--- src/rtl/serial_addsub_pkg.sv ---
// Shared definitions for the digit-serial add/subtract unit: op encoding,
// FSM state type and the parameter legality helper.
package alu_pkg;

  localparam logic OP_ADD = 1'b0;
  localparam logic OP_SUB = 1'b1;

  typedef enum logic [1:0] {
    IDLE,
    CALC,
    DONE
  } stateT;

  function automatic bit digitDivides(int unsigned width, int unsigned digit);
    return (digit != 0) && (digit <= width) && ((width % digit) == 0);
  endfunction

endpackage

--- src/rtl/serial_addsub_digit.sv ---
// DIGIT-bit ripple-carry adder slice used by the serial datapath.
module addsub_digit #(
  parameter int unsigned DIGIT = 4
) (
  input  logic [DIGIT-1:0] x,
  input  logic [DIGIT-1:0] y,
  input  logic             cin,
  output logic [DIGIT-1:0] s,
  output logic             cout
);

  logic c;

  always_comb begin
    c = cin;
    s = '0;
    for (int unsigned i = 0; i < DIGIT; i++) begin
      s[i] = x[i] ^ y[i] ^ c;
      c    = (x[i] & y[i]) | (c & (x[i] ^ y[i]));
    end
    cout = c;
  end

endmodule

--- src/rtl/serial_addsub.sv ---
// Digit-serial signed/unsigned add/subtract unit with valid/ready handshakes.
// Optional saturation on signed overflow: define SERIAL_ADDSUB_SAT_EN.
module serial_addsub
  import alu_pkg::*;
#(
  parameter int unsigned WIDTH = 16,
  parameter int unsigned DIGIT = 4
) (
  input  logic             clk,
  input  logic             rst,
  input  logic             in_valid,
  output logic             in_ready,
  input  logic             op,
  input  logic [WIDTH-1:0] a,
  input  logic [WIDTH-1:0] b,
  input  logic             carry_in,
  output logic             out_valid,
  input  logic             out_ready,
  output logic [WIDTH-1:0] y,
  output logic             carry_out,
  output logic             overflow,
  output logic             zero
);

  localparam int unsigned NDIG = WIDTH / DIGIT;
  localparam int unsigned CW   = (NDIG > 1) ? $clog2(NDIG) : 1;

  if ((WIDTH < 2) || !digitDivides(WIDTH, DIGIT)) begin : gBadParams
    $error("serial_addsub: WIDTH must be >= 2 and divisible by DIGIT");
  end

  stateT state, nextState;

  logic [WIDTH-1:0] aReg, bReg, bEff, ySum, yFinal;
  logic [CW-1:0]    cnt;
  logic [DIGIT-1:0] dSum;
  logic             carry, dCout, aMsb, bMsb, accept, lastDigit, ovfNext;

  assign bEff      = (op == OP_SUB) ? ~b : b;
  assign accept    = (state == IDLE) && in_valid;
  assign lastDigit = (cnt == CW'(NDIG - 1));

  always_ff @(posedge clk or posedge rst) begin
    if (rst) state <= IDLE;
    else     state <= nextState;
  end

  always_comb begin
    nextState = state;
    in_ready  = 1'b0;
    out_valid = 1'b0;
    unique case (state)
      IDLE: begin
        in_ready = 1'b1;
        if (in_valid) nextState = CALC;
      end
      CALC: if (lastDigit) nextState = DONE;
      DONE: begin
        out_valid = 1'b1;
        if (out_ready) nextState = IDLE;
      end
      default: nextState = IDLE;
    endcase
  end

  addsub_digit #(.DIGIT(DIGIT)) uDigit (
    .x   (aReg[DIGIT-1:0]),
    .y   (bReg[DIGIT-1:0]),
    .cin (carry),
    .s   (dSum),
    .cout(dCout)
  );

  // Digit sums enter at the top; after NDIG digits the full result is aligned.
  if (NDIG == 1) begin : gSingle
    assign ySum = dSum;
  end else begin : gMulti
    logic [WIDTH-DIGIT-1:0] yAcc;
    always_ff @(posedge clk or posedge rst) begin
      if (rst)                 yAcc <= '0;
      else if (accept)         yAcc <= '0;
      else if (state == CALC)  yAcc <= ySum[WIDTH-1:DIGIT];
    end
    assign ySum = {dSum, yAcc};
  end

  assign ovfNext = (aMsb == bMsb) && (ySum[WIDTH-1] != aMsb);

`ifdef SERIAL_ADDSUB_SAT_EN
  assign yFinal = ovfNext ? {aMsb, {(WIDTH-1){~aMsb}}} : ySum;
`else
  assign yFinal = ySum;
`endif

  always_ff @(posedge clk or posedge rst) begin
    if (rst) begin
      aReg      <= '0;
      bReg      <= '0;
      carry     <= 1'b0;
      aMsb      <= 1'b0;
      bMsb      <= 1'b0;
      cnt       <= '0;
      y         <= '0;
      carry_out <= 1'b0;
      overflow  <= 1'b0;
      zero      <= 1'b0;
    end else if (accept) begin
      aReg  <= a;
      bReg  <= bEff;
      carry <= (op == OP_SUB) ? ~carry_in : carry_in;
      aMsb  <= a[WIDTH-1];
      bMsb  <= bEff[WIDTH-1];
      cnt   <= '0;
    end else if (state == CALC) begin
      aReg  <= aReg >> DIGIT;
      bReg  <= bReg >> DIGIT;
      carry <= dCout;
      cnt   <= cnt + 1'b1;
      if (lastDigit) begin
        y         <= yFinal;
        carry_out <= dCout;
        overflow  <= ovfNext;
        zero      <= (yFinal == '0);
      end
    end
  end

endmodule

--- config.mk ---
export PLATFORM = sky130hd
export DESIGN_NAME = serial_addsub
export DESIGN_NICKNAME = d
export VERILOG_FILES = /design/src/rtl/serial_addsub_pkg.sv /design/src/rtl/serial_addsub_digit.sv /design/src/rtl/serial_addsub.sv
export SDC_FILE = /design/constraint.sdc
export NUM_CORES = 1
export LEC_CHECK = 0
export ABC_AREA = 1
export CORE_MARGIN = 2
export CORE_UTILIZATION = 49
export CTS_BUF_LIST = sky130_fd_sc_hd__clkbuf_4 sky130_fd_sc_hd__clkbuf_8
export CTS_CLUSTER_DIAMETER = 30
export DETAILED_ROUTE_END_ITERATION = 10
export HOLD_SLACK_MARGIN = 0.1
export PLACE_DENSITY_LB_ADDON = 0.3
export SETUP_SLACK_MARGIN = 0.05
export SYNTH_ARGS = -nofsm -noshare
export SYNTH_HDL_FRONTEND = slang
export SYNTH_SLANG_ARGS = --single-unit
--- constraint.sdc ---
create_clock -name clk -period 2.45 [get_ports clk]
set_input_delay 0.49 -clock clk [delete_from_list [all_inputs] [get_ports clk]]
set_output_delay 0.49 -clock clk [all_outputs]
set_load 0.05 [all_outputs]
==> impl_metrics.env <==
export IMPL_fp_dieW_um=85.5
export IMPL_core_area_mm2=0.00639
export IMPL_fin_ws_ns=0.0329
export IMPL_grt_overflow_total=0
export IMPL_rsz0062_at_grt="yes"
export IMPL_power_w=0.00565
export IMPL_grt_first_pass_wirelength_um=10700
export IMPL_clock_sinks=70
export IMPL_drt_iter0_markers=149
export IMPL_ff2ff_setup_slack_ns=0.03
export IMPL_grt_usage=0.186
export IMPL_critPathCapture="zero"
export IMPL_power_density_mw_per_mm2=1400
export IMPL_maxCapViolations=0
export IMPL_synth_fp_nets=401
export IMPL_synth_top_area_cell="dfrtp_1"
export IMPL_yosysWarnings=0
export IMPL_finalCritPeriodShare=0.987
export IMPL_timing_fmax_mhz=414
export IMPL_antenna_found_initial=0
export IMPL_drive_gt1_frac=0.112
export IMPL_worstRegToRegCells=13
export IMPL_synth_top_area_share=0.538
export IMPL_endpoint_kind="flop"
export IMPL_cts_root_buffer="clkbuf_8"
export IMPL_clockBufferDepth=2
export IMPL_period_needed_ns=2.42
export IMPL_viasPerCell=4.95
export IMPL_place_ws_ns=-0.0504
export IMPL_report_final_slew_viol_count=0
export IMPL_synth_cell_types=26
export IMPL_fp_row_count=29
export IMPL_postRouteAntennaNets=0
export IMPL_arrival_ns=2.69
export IMPL_syn_to_final_growth_pct=24.1
export IMPL_worstPathRequired_ns=2.73
export IMPL_routedWlPerCell_um=12.3
export IMPL_cts_tree="built"
export IMPL_leakage_nw=1.96
export IMPL_synth_seq_area_share=0.538
export IMPL_io_buffers=58
export IMPL_setup_worst_path_start_class="flop"
export IMPL_r2r_end="zero"
export IMPL_antennaDiodeCount=0
export IMPL_worstSkewPairLatency_ns=0.34
export IMPL_skew_ns=0.00752
export IMPL_vdd_drop_max_uv=795
export IMPL_drt_wl_total_um=6110
export IMPL_drc=0
export IMPL_finalSetupViolCount=0
export IMPL_syn_inst=358
export IMPL_dp_hpwl_um=4170
export IMPL_fillers=554
export IMPL_hold_path_class="flop to flop"
export IMPL_ctsHtreeMaxLevel=3
export IMPL_final_hold_viol_count=0
export IMPL_relSlewSlack=0.483
export IMPL_first_global_vias=2355
export IMPL_r2r_start="aReg[0]"
export IMPL_tightestPinTransition_ns=0.772
export IMPL_drtPass1Iterations=4
export IMPL_place_gp_congestion=0.800
export IMPL_crit_type="flop to flop"
export IMPL_startpoint="aReg[0]"
export IMPL_clk_pin_slew_ns=0.07
export IMPL_cp_max_fo=4
export IMPL_fin_util=0.633
export IMPL_netlist_area_mm2=0.00326
export IMPL_die_area_mm2=0.00732
export IMPL_synth_seq_cells=70
export IMPL_cts_buffers=9
export IMPL_start_util=0.510
export IMPL_io_pins=59
export IMPL_synthTopCellsByArea="dfrtp_1 54%, nand2_1 14%, inv_1 4.0%"
export IMPL_fp_dieH_um=85.5
export IMPL_vias=2464
export IMPL_postCtsHoldBufs=0
export IMPL_avgSynthCellArea_um2=9.10
export IMPL_status="complete, no violations"
export IMPL_nets=459
export IMPL_grt_max_degree=71
[worst min-delay path by stage]
stage / from / endpoint / depth (start not counted)
finish: aReg[12] / aReg[12] / 2
CTS: aReg[12] / aReg[12] / 2
detailed placement: aReg[12] / aReg[12] / 2
floorplan: aReg[12] / aReg[12] / 2
global route: bReg[10] / bReg[10] / 2
global placement: aReg[13] / aReg[13] / 2
[through the flow]
step | hold WS (ns) | std cells | instance area (um2) | TNS [ns]
global placement | 0.454 | 480 | 3840 | 0
finish | 0.477 | 498 | 4040 | 0
CTS | 0.477 | 497 | 4030 | 0
detailed placement | 0.459 | 480 | 3840 | -0.0504
global route | 0.496 | 498 | 4040 | -0.0665
floorplan | 0.442 | 358 | 3260 | 0
[critical path: stages (launching register included)]
cell,delay (ns)
dfrtp_1,0.37
inv_2,0.05
fa_2,0.38
fa_2,0.35
inv_2,0.06
fa_1,0.15
inv_1,0.05
fa_1,0.54
nand2_1,0.07
inv_1,0.05
nand2_1,0.05
nor2_1,0.10
nand3_1,0.08
nand2_1,0.06
[power breakdown]
part           switching [W]  internal [W]  total (W)
sequential          0.000275       0.00168    0.00195
clock               0.000415      0.000413   0.000828
combinational        0.00184       0.00104    0.00287
[area by class of cell]
class | count | area [um2] | area share
sequential | 70 | 1750 | 0.433
multi-input combinational | 233 | 1230 | 0.305
timing repair buffer | 65 | 646 | 0.160
clock buffer | 12 | 153 | 0.0378
inverter | 37 | 141 | 0.0350
tap | 77 | 96.3 | 0.0238
clock inverter | 4 | 22.5 | 0.00557
[synth_stat cells]
master,n
nor2_2,1
nor2_1,11
nand2_4,1
o21ai_2,10
o21ai_0,20
o22ai_1,15
nand3_1,14
xor2_1,14
dfrtp_1,70
inv_2,1
o31ai_1,1
a21oi_1,1
clkbuf_2,1
buf_4,4
inv_4,1
o21ai_1,11
buf_6,7
nor2_4,1
ha_1,1
buf_2,6
inv_1,35
xnor2_1,3
nand2_2,2
nand2_1,122
nand2_8,1
fa_1,4
[kinds of logic after synthesis]
| group | Yosys count | share of synthesized area |
|---|---|---|
| AND/OR/NAND/NOR | 153 | 0.194 |
| flip-flops | 70 | 0.538 |
| AO/OA/AOI/OAI | 58 | 0.107 |
| buffers and inverters | 55 | 0.0876 |
| XOR/XNOR | 17 | 0.0457 |
| adder cells (fa/ha/maj) | 5 | 0.0284 |
[per-layer routing]
layer  wire (um)  vias to the layer above  share of wire  track usage
met3         248                        9          0.041       0.0520
li1            -                     1244              -            -
met5           0                        -              0            0
met2        2910                       61           0.48        0.303
met4          96                        0          0.016       0.0664
met1        2860                     1150           0.47        0.242
[flip-flops by register name (all words and copies together) (netlist names), 2 cells and up]
name and flops:
aReg 16, bReg 16, y 16, gMulti.yAcc 12, cnt 2, state 2
[what timing repair did]
action / 4_1_cts / 5_1_grt
pin swaps: 1 / 1
setup buffers: 1 / 1
setup endpoints to repair: 3 / 3
gates resized for setup: 3 / 2
[cells in the final DEF (no fill, tap or decap)]
cell             instances
a21oi_1                  1
buf_12                   1
buf_4                    6
clkbuf_4                 2
clkbuf_8                10
clkdlybuf4s50_1         58
clkinv_2                 3
clkinvlp_4               1
dfrtp_1                 70
fa_1                     2
fa_2                     2
ha_1                     1
inv_1                   32
inv_2                    4
inv_4                    1
nand2_1                122
nand2_2                  2
nand2_4                  1
nand2_8                  1
nand3_1                 14
nor2_1                  11
nor2_2                   1
nor2_4                   1
o21ai_0                 20
o21ai_1                 11
o21ai_2                 10
o22ai_1                 14
o22ai_2                  1
o31ai_1                  1
xnor2_1                  3
xor2_1                  14
Note: power is estimated with default switching activity, not from simulation.
